==> src/rtl/sap_1_pkg.sv <==
// -----------------------------------------------------------------------------
// sap_1_pkg
// Shared definitions for the SAP-1 controller/sequencer:
//   - opcode constants for the five recognised instructions
//   - one-hot T-state encoding, with the all-zero pattern reserved for HALT
//   - bit positions of the 12-bit control word
//   - the control word with every line at its inactive level
// Control word order, MSB first:
//   Cp Ep LmN CeN LiN EiN LaN Ea Su Eu LbN LoN
// -----------------------------------------------------------------------------
package sap_1_pkg;

  // Instruction opcodes (upper nibble of the IR)
  localparam logic [3:0] OP_LDA = 4'h0;
  localparam logic [3:0] OP_ADD = 4'h1;
  localparam logic [3:0] OP_SUB = 4'h2;
  localparam logic [3:0] OP_OUT = 4'hE;
  localparam logic [3:0] OP_HLT = 4'hF;

  // One-hot ring states; HALT is the only state with no bit set,
  // so the T output naturally reads 000000 while halted.
  typedef enum logic [5:0] {
    ST_HALT = 6'b000000,
    ST_T1   = 6'b000001,
    ST_T2   = 6'b000010,
    ST_T3   = 6'b000100,
    ST_T4   = 6'b001000,
    ST_T5   = 6'b010000,
    ST_T6   = 6'b100000
  } t_state_e;

  // Control word layout
  localparam int CW_W   = 12;
  localparam int CW_CP  = 11;
  localparam int CW_EP  = 10;
  localparam int CW_LMN = 9;
  localparam int CW_CEN = 8;
  localparam int CW_LIN = 7;
  localparam int CW_EIN = 6;
  localparam int CW_LAN = 5;
  localparam int CW_EA  = 4;
  localparam int CW_SU  = 3;
  localparam int CW_EU  = 2;
  localparam int CW_LBN = 1;
  localparam int CW_LON = 0;

  // Every active-low line high, every active-high line low
  localparam logic [CW_W-1:0] CW_INACTIVE = 12'b0011_1110_0011;

endpackage

==> src/rtl/sap_1_ring_counter.sv <==
// -----------------------------------------------------------------------------
// sap_1_ring_counter
// Six-state one-hot ring counter (T1..T6) with a terminal HALT state.
// All state changes happen on the falling edge of ClkN so that the decoded
// control word has half a cycle to settle before the datapath's rising edge.
// Ports:
//   ClkN       in   system clock, state advances on the falling edge
//   ClrN       in   asynchronous active-low reset, forces T1
//   halt       in   HLT decoded; on the edge ending T4 enter HALT
//   early_wrap in   on the edge ending T4 return to T1 instead of T5
//   T          out  one-hot state, T[0]=T1; 000000 while halted
//   halted     out  high while in HALT
// -----------------------------------------------------------------------------
module sap_1_ring_counter
  import sap_1_pkg::*;
(
  input  logic       ClkN,
  input  logic       ClrN,
  input  logic       halt,
  input  logic       early_wrap,
  output logic [5:0] T,
  output logic       halted
);

  t_state_e state;
  t_state_e state_nxt;

  // State register: reset wins asynchronously, otherwise step on the falling edge
  always_ff @(negedge ClkN or negedge ClrN) begin
    if (!ClrN) begin
      state <= ST_T1;
    end else begin
      state <= state_nxt;
    end
  end

  // Next-state logic: T4 is the only branching point; HALT is absorbing
  // and can only be left through ClrN.
  always_comb begin
    state_nxt = state;
    case (state)
      ST_T1:   state_nxt = ST_T2;
      ST_T2:   state_nxt = ST_T3;
      ST_T3:   state_nxt = ST_T4;
      ST_T4: begin
        if (halt) begin
          state_nxt = ST_HALT;
        end else if (early_wrap) begin
          state_nxt = ST_T1;
        end else begin
          state_nxt = ST_T5;
        end
      end
      ST_T5:   state_nxt = ST_T6;
      ST_T6:   state_nxt = ST_T1;
      ST_HALT: state_nxt = ST_HALT;
      default: state_nxt = ST_T1;
    endcase
  end

  assign T      = state;
  assign halted = (state == ST_HALT);

endmodule

==> src/rtl/sap_1_controller_sequencer.sv <==
// -----------------------------------------------------------------------------
// sap_1_controller_sequencer
// Control unit of the SAP-1 datapath: a ring counter plus a decoder that turns
// the current T-state and the IR opcode into the 12-bit control word.
// Parameters:
//   SKIP_IDLE  when 1, OUT and unknown opcodes finish after T4
//   OPW        opcode width
// Ports:
//   ClkN    in   system clock, state changes on the falling edge
//   ClrN    in   asynchronous active-low reset
//   Opcode  in   IR upper nibble, only looked at in T4..T6
//   Cp, Ep  out  PC count / output enable (active high)
//   LmN     out  MAR load (active low)
//   CeN     out  RAM output enable (active low)
//   LiN     out  IR load (active low)
//   EiN     out  IR address-nibble output enable (active low)
//   LaN     out  accumulator load (active low)
//   Ea      out  accumulator output enable (active high)
//   Su, Eu  out  ALU subtract select / output enable (active high)
//   LbN     out  B register load (active low)
//   LoN     out  output register load (active low)
//   Hlt     out  high once HLT has executed
//   T       out  one-hot T-state (debug), 000000 while halted
// -----------------------------------------------------------------------------
module sap_1_controller_sequencer
  import sap_1_pkg::*;
#(
  parameter bit SKIP_IDLE = 1'b0,
  parameter int OPW       = 4
) (
  input  logic           ClkN,
  input  logic           ClrN,
  input  logic [OPW-1:0] Opcode,
  output logic           Cp,
  output logic           Ep,
  output logic           LmN,
  output logic           CeN,
  output logic           LiN,
  output logic           EiN,
  output logic           LaN,
  output logic           Ea,
  output logic           Su,
  output logic           Eu,
  output logic           LbN,
  output logic           LoN,
  output logic           Hlt,
  output logic [5:0]     T
);

  logic [5:0]      t_state;
  logic            halted;
  logic            is_lda;
  logic            is_add;
  logic            is_sub;
  logic            is_out;
  logic            is_hlt;
  logic            mem_ref;
  logic            early_wrap;
  logic [CW_W-1:0] cw_dec;
  logic [CW_W-1:0] cw;

  assign is_lda  = (Opcode == OPW'(OP_LDA));
  assign is_add  = (Opcode == OPW'(OP_ADD));
  assign is_sub  = (Opcode == OPW'(OP_SUB));
  assign is_out  = (Opcode == OPW'(OP_OUT));
  assign is_hlt  = (Opcode == OPW'(OP_HLT));

  // LDA/ADD/SUB need a memory operand and therefore all six states
  assign mem_ref    = is_lda | is_add | is_sub;
  assign early_wrap = SKIP_IDLE && !mem_ref;

  sap_1_ring_counter u_ring (
    .ClkN       (ClkN),
    .ClrN       (ClrN),
    .halt       (is_hlt),
    .early_wrap (early_wrap),
    .T          (t_state),
    .halted     (halted)
  );

  // Decoder: start from all-inactive and switch on only the lines each
  // state needs. Opcode is consulted only in T4..T6, so IR contents during
  // fetch cannot leak onto the control lines. HALT falls to the default.
  always_comb begin
    cw_dec = CW_INACTIVE;
    case (t_state)
      ST_T1: begin
        cw_dec[CW_EP]  = 1'b1;
        cw_dec[CW_LMN] = 1'b0;
      end
      ST_T2: begin
        cw_dec[CW_CP]  = 1'b1;
      end
      ST_T3: begin
        cw_dec[CW_CEN] = 1'b0;
        cw_dec[CW_LIN] = 1'b0;
      end
      ST_T4: begin
        if (mem_ref) begin
          cw_dec[CW_EIN] = 1'b0;
          cw_dec[CW_LMN] = 1'b0;
        end else if (is_out) begin
          cw_dec[CW_EA]  = 1'b1;
          cw_dec[CW_LON] = 1'b0;
        end
      end
      ST_T5: begin
        if (mem_ref) begin
          cw_dec[CW_CEN] = 1'b0;
          if (is_lda) begin
            cw_dec[CW_LAN] = 1'b0;
          end else begin
            cw_dec[CW_LBN] = 1'b0;
          end
        end
      end
      ST_T6: begin
        if (is_add || is_sub) begin
          cw_dec[CW_EU]  = 1'b1;
          cw_dec[CW_LAN] = 1'b0;
          cw_dec[CW_SU]  = is_sub;
        end
      end
      default: begin
        cw_dec = CW_INACTIVE;
      end
    endcase
  end

  // The counter already sits in T1 during reset, so the T1 word would
  // otherwise drive Ep/LmN; gating on ClrN keeps every line quiet the
  // moment ClrN falls and releases the T1 word as soon as it rises.
  assign cw  = ClrN ? cw_dec : CW_INACTIVE;

  assign Cp  = cw[CW_CP];
  assign Ep  = cw[CW_EP];
  assign LmN = cw[CW_LMN];
  assign CeN = cw[CW_CEN];
  assign LiN = cw[CW_LIN];
  assign EiN = cw[CW_EIN];
  assign LaN = cw[CW_LAN];
  assign Ea  = cw[CW_EA];
  assign Su  = cw[CW_SU];
  assign Eu  = cw[CW_EU];
  assign LbN = cw[CW_LBN];
  assign LoN = cw[CW_LON];
  assign Hlt = halted;
  assign T   = t_state;

endmodule

==> config.mk <==
export PLATFORM = sky130hd
export DESIGN_NAME = sap_1_controller_sequencer
export DESIGN_NICKNAME = d
export VERILOG_FILES = /design/src/rtl/sap_1_pkg.sv /design/src/rtl/sap_1_ring_counter.sv /design/src/rtl/sap_1_controller_sequencer.sv
export SDC_FILE = /design/constraint.sdc
export NUM_CORES = 1
export LEC_CHECK = 0
export ABC_AREA = 1
export BUFFER_PORTS_ARGS = -buffer_cell sky130_fd_sc_hd__buf_2
export CAP_MARGIN = 15
export CORE_AREA = 2 2 39 41
export CTS_CLUSTER_SIZE = 14
export DETAILED_ROUTE_END_ITERATION = 10
export DIE_AREA = 0 0 41 43
export PLACE_DENSITY = 0.73
export SLEW_MARGIN = 5
export SYNTH_ARGS = -nofsm -noshare
export SYNTH_HDL_FRONTEND = slang
export SYNTH_SLANG_ARGS = --single-unit
==> constraint.sdc <==
create_clock -name ClkN -period 1.8 [get_ports ClkN]
set_input_delay 0.54 -clock ClkN [delete_from_list [all_inputs] [get_ports ClkN]]
set_output_delay 0.54 -clock ClkN [all_outputs]
set_load 0.005 [all_outputs]
Yosys cells after proc, flatten, opt, wreduce, memory -nomap -nowiden --
Index checks and enable logic that the tools add are counted.
Word-level totals: bits in registers 6, bits of input ports 6, output and inout port bits 19, logic and storage cells 41
Cells by class: equality and inequality tests 10, muxes and demuxes 25, bitwise operators 2, reduce and logical (&&, ||, !) cells 3
Operators with widths (number):
- 6-bit one-hot mux with 6 select lines | 1
- 1-bit two-way mux | 17
- 12-bit two-way mux | 1
- 4-bit == test, second input constant | 2
- 6-bit by 1-bit == test with 1-bit output, second input constant | 1
- 6-bit by 2-bit == test with 1-bit output, second input constant | 1
- 6-bit by 3-bit == test with 1-bit output, second input constant | 1
- 6-bit by 4-bit == test with 1-bit output, second input constant | 1
- 6-bit by 5-bit == test with 1-bit output, second input constant | 1
- 6-bit == test, second input constant | 1
- 6-bit zero test | 1
- 1-bit one-hot mux with 2 select lines | 3
- 5-bit two-way mux | 1
- 4-bit by 1-bit == test with 1-bit output, second input constant | 1
- 4-bit by 2-bit == test with 1-bit output, second input constant | 1
- 4-bit zero test | 1
- 2-bit two-way mux | 2
- 1-bit bitwise OR | 2
- 1-bit logical OR | 1

Logic depth before layout (Yosys ltp) --
Gate-level depths: netlist of the first run.
word-level depth 6, depth in mapped cells 6

Hierarchy --
A second synthesis of the first run with hierarchy kept.
Second synthesis, totals: cells, all modules 89, area, all modules 543.0 µm²
Modules (own cells, without submodules):
- sap_1_ring_counter | times used 1, cells an instance 36, area an instance 294.0 µm², seq. area each 151.4 µm²
- sap_1_controller_sequencer | times used 1, cells an instance 53, area an instance 249.0 µm², seq. area each 0.0 µm²

==> qor.json, run 1 <==
{
  "run_status": {
    "run_status": "finished, violations left",
    "failing_checks": "negative setup slack"
  },
  "worst_hold_path": {
    "min-delay-start": "u_ring.T[5]",
    "hold_path_class": "reg2reg",
    "worstHoldPathCells": 3,
    "worstHoldEndpoint": "u_ring.T[5]"
  },
  "global_routing": {
    "grt_antenna_before_repair": 0,
    "grt_use_total_pct": 15.5,
    "number_of_global_route_vias_before_repair": 491,
    "wire_length_of_the_first_global_routing_pass_um": 1810,
    "largest_net_degree_at_the_start_of_global_routing": 7,
    "grt.overflow.total": 0
  },
  "die": {
    "die_height_um": 43,
    "pin_count": 25,
    "die_width_um": 41,
    "design.die.area_um2": 1760,
    "starting_density_of_the_core_pct": 33.7,
    "core_region_area_um2": 1380,
    "placementRows": 14
  },
  "route": {
    "detailedRoute.firstIterationViolations": 7,
    "drt.antenna.violating_nets": 0,
    "num_vias": 587,
    "totalWireLength_um": 1210,
    "drc": 0,
    "route.detailed.wl_per_inst_um": 9.17,
    "drt_pass1_iterations": 4,
    "mean_number_of_vias_per_cell": 4.45
  },
  "synth": {
    "synth_area_leaders": "dfrtn_1 (27%), inv_1 (13%), nor2_1 (13%)",
    "postSynthRegisterBits": 6,
    "yosysWarningCount": 0,
    "yosys.area.top_type": "dfrtn_1",
    "ys.flop_type": "dfrtn_1",
    "avgSynthCellArea_um2": 6.76,
    "synth-edff-count": 0,
    "top_cells_by_count_synth": "inv_1 (16), nor2_1 (16), nand3_1 (9)",
    "postSynthNetCount": 75,
    "syn-instance-count": 69,
    "synthesis.area_um2": 467,
    "synth-async-reset-ratio_pct": 100,
    "ys_seq_area_share_pct": 32.4,
    "post_synth_top_area_share_pct": 26.8,
    "yosys.cell_types.count": 16
  },
  "finish": {
    "final_layout_size_suffix_gt1_share_pct": 59.5,
    "finish.cell_count_without_fillers": 132,
    "antenna_cells": 0,
    "layout-area-overhead-vs-synth_pct": 85.3,
    "final_area_um2": 865,
    "largest_reg_flops": 6,
    "finalNetCount": 123
  },
  "worst_setup_path": {
    "r2r_slack_ns": 0.58,
    "setup.worst_path.class": "reg2out",
    "r2r_startpoint": "u_ring.T[0]",
    "data_arrival_time_of_the_critical_path_ns": 2.29,
    "reg2regPathDepth": 6,
    "cp-startpoint": "u_ring.T[0]",
    "worstPathCellList": "inv_2, nor2_2, nand3_2, nand2_2, nand3_2, buf_2",
    "critical_path.endpoint_type": "output port",
    "worstSetupStartpointType": "register",
    "crit_path_max_incr_delay_ns": 0.57,
    "crit-reg2reg-capture": "u_ring.T[0]",
    "critical-path-top-cell-by-count": "nand3_2",
    "worst_path_max_delay_cell": "dfstp_2",
    "cp_data_required_time_ns": 1.26,
    "worst-path-max-fanout": 3
  },
  "timing": {
    "timing.final.setup_violations": 19,
    "maxSlewHeadroom_pct": 81.7,
    "timing.final.max_slew_violations": 0,
    "setup_repair_after_global_routing_missed_its_margin": "yes",
    "timing.final.hold_violations": 0,
    "worst_pin_slew_ns": 0.274,
    "setup_ws_ns": -1.03,
    "clock_skew_ns": 0.0561,
    "finalHoldWorstSlack_ns": 0.678
  },
  "place": {
    "placement.cell_area_um2": 734,
    "dp.final_hpwl_um": 974,
    "io_buffers": 24,
    "place.detailed.instances": 125,
    "globalplace.congestion": 0.755,
    "preCtsSetupSlack_ns": -0.744
  },
  "power_and_ir_drop": {
    "power.share.combinational_pct": 61.6,
    "vdd_drop_max_mv": 0.489,
    "switching_power_share_of_the_total_pct": 40.1,
    "netSwitchingPower_mw": 0.417,
    "power.share.sequential_pct": 23.8,
    "cellPowerDensity_nw_per_um2": 1200,
    "power.static_leakage_nw": 0.472,
    "design_power_total_mw": 1.04,
    "p_int_mw": 0.623,
    "clock_power_share_pct": 14.6
  },
  "cts": {
    "number_of_clock_sinks_seen_by_cts": 6,
    "htreeDepth": 1,
    "clockBufferDepth": 2,
    "clkSlewWorstSetupHoldPaths_ns": 0.05,
    "clock-root-buffer": "clkbuf_4",
    "cts_buffers": 3,
    "insertion_delay_ns": 0.31,
    "cts_hold_buffers": 0,
    "cts_tree": "done"
  },
  "run": {
    "max_cap_violations": 0
  }
}
## power groups by stage
stage	clock network (mW)	registers, mW	logic [mW]
2_1_floorplan	0.00695	0.247	0.234
3_3_place_gp	0.00695	0.232	0.498
3_5_place_dp	0.00695	0.235	0.506
4_1_cts	0.155	0.239	0.572
5_1_grt	0.171	0.252	0.718
6_report	0.152	0.248	0.641
## per-layer routing
layer | track usage [%] | share of wire (%) | up-vias
met3 | 6.28 | 6.8 | 2
met5 | 0 | 0 | -
met2 | 26.3 | 53 | 23
li1 | - | - | 306
met4 | 8.00 | 0.41 | 0
met1 | 15.0 | 40 | 256
## placed cells by master (no fill, tap or decap), types with 2 or more instances in the layout
master    instances
buf_2            20
buf_4            14
buf_6             9
clkbuf_4          3
dfrtn_1           5
inv_1            13
inv_2             4
nand2_1           6
nand2_2           2
nand3_1           7
nand3_2           3
nand4_1           2
nor2_1           12
nor2_2            5
nor2_4            4
## how the worst max path moves through the flow
stage | end | slack [ns] | cells after the start
after detailed placement | EiN | -0.74 | 5
after global routing | CeN | -1.11 | 6
after CTS | LmN | -1.06 | 6
after floorplan | EiN | -0.61 | 4
after global placement | LmN | -0.73 | 6
final | LmN | -1.03 | 6
## logic make-up after synthesis
group / Yosys count / synth area share [%]
and+or+nand+nor: 46 / 53.9
buffers and inverters: 17 / 13.7
DFF: 6 / 32.4
## critical path: cells and delay by family (launching register included)
family / cells / cell delay, ns
buffers and inverters: 2 / 0.16
AND/OR/NAND/NOR: 4 / 0.35
flip-flops: 1 / 0.57
## final cells by class
cell class              instances  area, µm²
clock inverters                 1       3.75
multi-input cells              46        297
flip-flops and latches          6        151
repair buffers                 43        307
inverters                      16       60.1
fillers                       129        519
clock buffers                   4       26.3
well taps                      16       20.0
## through the flow
step                setup TNS (ns)  utilization, %
floorplan                    -7.68               -
global placement            -10.68            53.1
global route                -17.59            62.5
finish                      -16.26            62.5
detailed placement          -10.92            53.1
CTS                         -16.26            59.1
## timing repair
| item | in CTS | in global routing |
|---|---|---|
| endpoints found under the setup margin | 19 | 19 |
| buffers inserted | 1 | 2 |
| pin swaps | 2 | 5 |
| resized for setup | 12 | 10 |
Power figures use the tool's default switching activity.
==> run 2, diff against run 1 <==
--- a/config.mk
+++ b/config.mk
@@ -12,7 +12,7 @@
 export CTS_CLUSTER_SIZE = 14
 export DETAILED_ROUTE_END_ITERATION = 10
 export DIE_AREA = 0 0 41 43
-export PLACE_DENSITY = 0.73
+export PLACE_DENSITY = 0.76
 export SLEW_MARGIN = 5
 export SYNTH_ARGS = -nofsm -noshare
 export SYNTH_HDL_FRONTEND = slang
==> constraint.sdc (replaced) <==
create_clock -name ClkN -period 2.6 [get_ports ClkN]
set_input_delay 0.78 -clock ClkN [delete_from_list [all_inputs] [get_ports ClkN]]
set_output_delay 0.78 -clock ClkN [all_outputs]
set_load 0.005 [all_outputs]
==> run 2 against run 1 <==
Against the previous run:
- the flow still finishes with violations (negative setup slack)
- final cell count increased by 20%
- sequential cell count unchanged
- register-to-register slack got worse by 1.4 ns
- die area stayed put
- cell area up 31%
- clock skew increased by 0.0042 ns
- worst setup slack gained 0.025 ns
- clock power is 27% lower
- wire length rose by 79%
- highest routed layer unchanged
==> qor.json, run 2 (same netlist as run 1, synthesis figures left out) <==
{
  "place": {
    "preCtsSetupSlack": {"value": -0.583, "unit": "ns", "change": "+0.161 ns"},
    "io_buffers": {"value": 24, "change": "unchanged"},
    "place.detailed.instances": {"value": 122, "change": "-2.4%"},
    "placement.cell_area": {"value": 709, "unit": "µm²", "change": "-3.4%"},
    "dp.final_hpwl": {"value": 973, "unit": "µm", "change": "about the same"},
    "globalplace.congestion": {"value": 0.810, "change": "+7.3%"}
  },
  "worst_setup_path": {
    "data_arrival_time_of_the_critical_path": {"value": 2.82, "unit": "ns", "change": "+0.53 ns"},
    "cp_data_required_time": {"value": 1.82, "unit": "ns", "change": "+0.56 ns"},
    "kind_of_cell_with_the_highest_combined_delay_on_the_critical_path": "flip-flops",
    "cp-startpoint": "u_ring.T[0]",
    "worst_path_max_delay_cell": "dfstp_2",
    "crit-reg2reg-capture": "u_ring.T[1]",
    "critical_path.endpoint_type": "output port",
    "r2r_slack": {"value": -0.84, "unit": "ns", "change": "-1.42 ns"},
    "cp_num_cells": {"value": 6, "change": "unchanged"},
    "crit_path_max_incr_delay": {"value": 0.58, "unit": "ns", "change": "about the same"},
    "cp.buffers_inverters": {"value": 2, "change": "unchanged"},
    "reg2regPathDepth": {"value": 28, "change": "+22"},
    "setup.worst_path.class": "reg2out",
    "worstPathCellList": "inv_2, nor2_2, nand3_2, nand2_2, nand3_1, buf_2",
    "r2r_startpoint": "u_ring.T[0]",
    "worstSetupStartpointType": "register",
    "worst-path-max-fanout": {"value": 3, "change": "unchanged"}
  },
  "die": {
    "placementRows": {"value": 14, "change": "unchanged"},
    "die_width": {"value": 41, "unit": "µm", "change": "unchanged"},
    "starting_density_of_the_core": {"value": 33.7, "unit": "%", "change": "unchanged"},
    "core_region_area": {"value": 1380, "unit": "µm²", "change": "unchanged"},
    "die_height": {"value": 43, "unit": "µm", "change": "unchanged"},
    "pin_count": {"value": 25, "change": "unchanged"},
    "design.die.area": {"value": 1760, "unit": "µm²", "change": "unchanged"}
  },
  "route": {
    "totalWireLength": {"value": 2160, "unit": "µm", "change": "+79%"},
    "num_vias": {"value": 756, "change": "+29%"},
    "mean_number_of_vias_per_cell": {"value": 4.75, "change": "+6.9%"},
    "drt_pass1_iterations": {"value": 4, "change": "unchanged"},
    "drc": {"value": 0, "change": "unchanged"},
    "route.detailed.wl_per_inst": {"value": 13.6, "unit": "µm", "change": "+48%"},
    "drt.antenna.violating_nets": {"value": 0, "change": "unchanged"},
    "detailedRoute.firstIterationViolations": {"value": 22, "change": "+15"}
  },
  "cts": {
    "insertion_delay": {"value": 0.32, "unit": "ns", "change": "about the same"},
    "cts_tree": "done",
    "clockBufferDepth": {"value": 2, "change": "unchanged"},
    "cts_buffers": {"value": 3, "change": "unchanged"},
    "number_of_clock_sinks_seen_by_cts": {"value": 6, "change": "unchanged"},
    "clock-root-buffer": "clkbuf_4",
    "clkSlewWorstSetupHoldPaths": {"value": 0.05, "unit": "ns", "change": "about the same"},
    "htreeDepth": {"value": 1, "change": "unchanged"}
  },
  "power_and_ir_drop": {
    "vdd_drop_max": {"value": 0.523, "unit": "mV", "change": "+6.8%"},
    "design_power_total": {"value": 1.33, "unit": "mW", "change": "+28%"},
    "cellPowerDensity": {"value": 1170, "unit": "nW/µm²", "change": "-2.4%"},
    "power.static_leakage": {"value": 0.619, "unit": "nW", "change": "+31%"}
  },
  "timing": {
    "setup_repair_after_global_routing_missed_its_margin": "yes",
    "worst_pin_slew": {"value": 0.289, "unit": "ns", "change": "+0.0155 ns"},
    "timing.final.max_slew_violations": {"value": 0, "change": "unchanged"},
    "finalHoldWorstSlack": {"value": 0.830, "unit": "ns", "change": "+0.153 ns"},
    "setup_ws": {"value": -1.00, "unit": "ns", "change": "+0.0248 ns"},
    "timing.final.hold_violations": {"value": 0, "change": "unchanged"},
    "timing.final.setup_violations": {"value": 20, "change": "+1"},
    "maxSlewHeadroom": {"value": 80.6, "unit": "%", "change": "-1.0 points"},
    "totalNegativeSetupSlack": {"value": -15.06, "unit": "ns", "change": "+1.20 ns"},
    "clock_skew": {"value": 0.0603, "unit": "ns", "change": "+0.00424 ns"}
  },
  "global_routing": {
    "grt_antenna_before_repair": {"value": 0, "change": "unchanged"},
    "number_of_global_route_vias_before_repair": {"value": 713, "change": "+45%"},
    "largest_net_degree_at_the_start_of_global_routing": {"value": 10, "change": "+3"},
    "grt_use_total": {"value": 26.1, "unit": "%", "change": "+11 points"},
    "grt.overflow.total": {"value": 0, "change": "unchanged"},
    "wire_length_of_the_first_global_routing_pass": {"value": 2960, "unit": "µm", "change": "+64%"}
  },
  "finish": {
    "largest_reg_flops": {"value": 6, "change": "unchanged"},
    "core_util_final": {"value": 81.9, "unit": "%", "change": "+19 points"},
    "finish.cell_count_without_fillers": {"value": 159, "change": "+20%"},
    "filler_cell_count": {"value": 82, "change": "-36%"},
    "final_area": {"value": 1130, "unit": "µm²", "change": "+31%"},
    "layout-area-overhead-vs-synth_pct": 143,
    "antenna_cells": {"value": 0, "change": "unchanged"},
    "final_layout_size_suffix_gt1_share": {"value": 66.4, "unit": "%", "change": "+7.0 points"},
    "finalNetCount": {"value": 150, "change": "+22%"},
    "layout.cells.most_common": "buf_6",
    "mostFrequentLayoutCells": "buf_6 (28), buf_2 (22), buf_4 (20)"
  },
  "worst_hold_path": {
    "worstHoldEndpoint": "u_ring.T[0]",
    "min-delay-start": "u_ring.T[2]",
    "worstHoldPathCells": {"value": 4, "change": "+1"},
    "hold_path_class": "reg2reg"
  },
  "run_status": {
    "failing_checks": "negative setup slack",
    "run_status": "finished, violations left"
  },
  "run": {
    "max_cap_violations": {"value": 0, "change": "unchanged"}
  }
}
run 2: timing repair:
action,CTS,global route
pin swaps,4,1
endpoints found under the setup margin,19,20
hold buffers,0,0
buffers inserted,26,20
resized for setup,18,25
run 2: power breakdown:
group          internal (mW)  switching, mW
registers              0.130         0.0467
clock network         0.0610         0.0495
logic                  0.661          0.383
total                  0.852          0.479
run 2: worst max-delay path by stage:
stage	end
2_1_floorplan	EiN
3_3_place_gp	LmN
3_5_place_dp	LmN
4_1_cts	LmN
5_1_grt	LmN
6_report	LmN
run 2: worst min-delay path: cells and delay by family, from the launching register on:
kind	cells	cell delay, ns
flops	1	0.43
simple gates	4	0.45
run 2: layout make-up:
class                   count  area (µm²)  area share (%)
repair buffers             70         576            50.8
multi-input cells          46         294            25.9
flip-flops and latches      6         151            13.4
inverters                  16        62.6            5.52
clock buffers               4        26.3            2.32
well taps                  16        20.0            1.77
clock inverters             1        3.75           0.331
run 2: metal layers:
| metal | GRT usage, % | routed length [µm] |
|---|---|---|
| met1 | 24.4 | 877 |
| met2 | 41.6 | 1090 |
| met3 | 8.38 | 114 |
| met4 | 23.3 | 78 |
| met5 | 0 | 0 |
==> run 3, diff against run 2 <==
--- a/config.mk
+++ b/config.mk
@@ -12,7 +12,7 @@
 export CTS_CLUSTER_SIZE = 14
 export DETAILED_ROUTE_END_ITERATION = 10
 export DIE_AREA = 0 0 41 43
-export PLACE_DENSITY = 0.76
+export PLACE_DENSITY = 0.67
 export SLEW_MARGIN = 5
 export SYNTH_ARGS = -nofsm -noshare
 export SYNTH_HDL_FRONTEND = slang
==> run 3 against run 2 <==
Against the previous run:
- the run still ends with negative setup slack left
- critical endpoint is now Su
- critical path type unchanged
- register-to-register slack improved by 2.3 ns
- utilization fell by 20 points
- critical path depth fell by 1
- cell area fell by 24%
- sequential cell count did not move
- count of clock-buffer cells in the layout did not move
- sequential share of layout area rose by 4.2 points
- clock power fell by 11%
- die area did not move
- sequential power fell by 3%
==> qor.json, run 3 (same netlist as run 1, synthesis figures left out) <==
{
  "run_status": {
    "run_status": "finished, violations left",
    "failing_checks": "negative setup slack"
  },
  "place": {
    "preCtsSetupSlack": {"value": -0.633, "unit": "ns", "change": "-0.0506 ns"},
    "globalplace.congestion": {"value": 0.738, "change": "-8.9%"},
    "io_buffers": {"value": 24, "change": "unchanged"},
    "placement.cell_area": {"value": 732, "unit": "µm²", "change": "+3.2%"},
    "place.detailed.instances": {"value": 125, "change": "+2.5%"},
    "dp.final_hpwl": {"value": 1010, "unit": "µm", "change": "+3.3%"}
  },
  "cts": {
    "cts_tree": "done",
    "insertion_delay": {"value": 0.29, "unit": "ns", "change": "-0.03 ns"},
    "cts_hold_buffers": {"value": 0, "change": "unchanged"},
    "clock-root-buffer": "clkbuf_4",
    "clkSlewWorstSetupHoldPaths": {"value": 0.04, "unit": "ns", "change": "about the same"},
    "htreeDepth": {"value": 1, "change": "unchanged"},
    "cts_buffers": {"value": 3, "change": "unchanged"},
    "clockBufferDepth": {"value": 2, "change": "unchanged"},
    "number_of_clock_sinks_seen_by_cts": {"value": 6, "change": "unchanged"}
  },
  "finish": {
    "finalNetCount": {"value": 121, "change": "-19%"},
    "final_layout_size_suffix_gt1_share": {"value": 57.9, "unit": "%", "change": "-8.5 points"},
    "core_util_final": {"value": 62.3, "unit": "%", "change": "-20 points"},
    "antenna_cells": {"value": 0, "change": "unchanged"},
    "layout-area-overhead-vs-synth_pct": 84.7,
    "largest_reg_flops": {"value": 6, "change": "unchanged"},
    "finish.cell_count_without_fillers": {"value": 130, "change": "-18%"},
    "mostFrequentLayoutCells": "buf_2 (20), inv_1 (13), nor2_1 (11), buf_6 (11), buf_4 (10)",
    "final_area": {"value": 862, "unit": "µm²", "change": "-24%"},
    "layout.cells.most_common": "buf_2"
  },
  "die": {
    "design.die.area": {"value": 1760, "unit": "µm²", "change": "unchanged"},
    "placementRows": {"value": 14, "change": "unchanged"},
    "pin_count": {"value": 25, "change": "unchanged"},
    "core_region_area": {"value": 1380, "unit": "µm²", "change": "unchanged"},
    "die_width": {"value": 41, "unit": "µm", "change": "unchanged"},
    "die_height": {"value": 43, "unit": "µm", "change": "unchanged"},
    "starting_density_of_the_core": {"value": 33.7, "unit": "%", "change": "unchanged"}
  },
  "worst_setup_path": {
    "worst-path-max-fanout": {"value": 6, "change": "+3"},
    "setup.worst_path.class": "reg2out",
    "data_arrival_time_of_the_critical_path": {"value": 2.70, "unit": "ns", "change": "-0.12 ns"},
    "cp_data_required_time": {"value": 1.82, "unit": "ns", "change": "about the same"},
    "critical_path.endpoint_type": "output port",
    "worstSetupStartpointType": "register"
  },
  "power_and_ir_drop": {
    "power.static_leakage": {"value": 0.463, "unit": "nW", "change": "-25%"},
    "cellPowerDensity": {"value": 857, "unit": "nW/µm²", "change": "-27%"},
    "vdd_drop_max": {"value": 0.342, "unit": "mV", "change": "-35%"},
    "design_power_total": {"value": 0.739, "unit": "mW", "change": "-44%"}
  },
  "run": {
    "max_cap_violations": {"value": 0, "change": "unchanged"}
  },
  "global_routing": {
    "grt_use_total": {"value": 16.4, "unit": "%", "change": "-9.7 points"},
    "wire_length_of_the_first_global_routing_pass": {"value": 2020, "unit": "µm", "change": "-32%"},
    "grt_antenna_before_repair": {"value": 0, "change": "unchanged"},
    "number_of_global_route_vias_before_repair": {"value": 497, "change": "-30%"},
    "largest_net_degree_at_the_start_of_global_routing": {"value": 10, "change": "unchanged"},
    "grt.overflow.total": {"value": 0, "change": "unchanged"}
  },
  "timing": {
    "timing.final.hold_violations": {"value": 0, "change": "unchanged"},
    "timing.final.setup_violations": {"value": 19, "change": "-5.0%"},
    "setup_ws": {"value": -0.876, "unit": "ns", "change": "+0.127 ns"},
    "clock_skew": {"value": 0.0411, "unit": "ns", "change": "-0.0193 ns"},
    "setup_repair_after_global_routing_missed_its_margin": "yes",
    "timing.final.max_slew_violations": {"value": 0, "change": "unchanged"},
    "worst_pin_slew": {"value": 0.301, "unit": "ns", "change": "+0.0113 ns"},
    "maxSlewHeadroom": {"value": 79.9, "unit": "%", "change": "-0.76 points"}
  },
  "route": {
    "num_vias": {"value": 569, "change": "-25%"},
    "totalWireLength": {"value": 1250, "unit": "µm", "change": "-42%"},
    "route.detailed.wl_per_inst": {"value": 9.61, "unit": "µm", "change": "-29%"},
    "detailedRoute.firstIterationViolations": {"value": 6, "change": "-73%"},
    "drc": {"value": 0, "change": "unchanged"},
    "mean_number_of_vias_per_cell": {"value": 4.38, "change": "-7.9%"},
    "drt_pass1_iterations": {"value": 4, "change": "unchanged"},
    "drt.antenna.violating_nets": {"value": 0, "change": "unchanged"}
  },
  "worst_hold_path": {
    "hold_path_class": "reg2reg"
  }
}
[run 3: cell types whose count changed in the layout (fill, tap and decap cells not counted), sizes merged]
cell,delta
buf,-29
[run 3: worst max-delay path: stages (launching register included)]
cell	delay, ns
dfstp_2	0.38
nor2_4	0.22
buf_6	0.14
nand3_4	0.07
nor3b_2	0.16
buf_2	0.13
[run 3: through the flow]
step	hold slack [ns]	setup TNS (ns)
floorplan	0.553	-4.91
global placement	0.677	-7.64
detailed placement	0.676	-8.08
CTS	0.698	-13.30
global route	0.761	-14.48
finish	0.691	-13.29
[run 3: repair_timing]
action	CTS	global route
setup endpoints to repair	19	19
buffers inserted	1	0
resized for setup	18	7
pin swaps	2	4
[run 3: report_power, final]
part	switching, mW	total [mW]	internal (mW)
Sequential	0.0405	0.171	0.130
Combinational	0.218	0.470	0.252
Clock	0.0383	0.0986	0.0603
[run 3: final timing paths]
kind / start / end / slack [ns] / depth (start not counted)
max: u_ring.T[0] / Su / -0.88 / 5
min: u_ring.T[3] / u_ring.T[1] / 0.69 / 3
max reg2reg: u_ring.T[0] / u_ring.T[0] / 1.48 / 5
min reg2reg: u_ring.T[3] / u_ring.T[1] / 0.69 / 3
max in group asynchronous: ClrN / u_ring.T[4] / 0.72 / 2
min in group asynchronous: ClrN / u_ring.T[1] / 1.55 / 1
[run 3: final cells by class]
type | count | area, µm²
Tap cell | 16 | 20.0
Multi-Input combinational cell | 46 | 302
Clock buffer | 4 | 26.3
Fill cell | 116 | 522
Clock inverter | 1 | 3.75
Inverter | 16 | 60.1
Sequential cell | 6 | 151
Timing Repair Buffer | 41 | 299
[run 3: routing by layer]
layer  global-route usage (%)  wire, µm  vias to the layer above
met5                        0         0                        -
met4                     2.00         5                        0
met3                     3.14        76                        2
met2                     29.7       663                       19
met1                     19.0       504                      245
li1                         -         -                      303
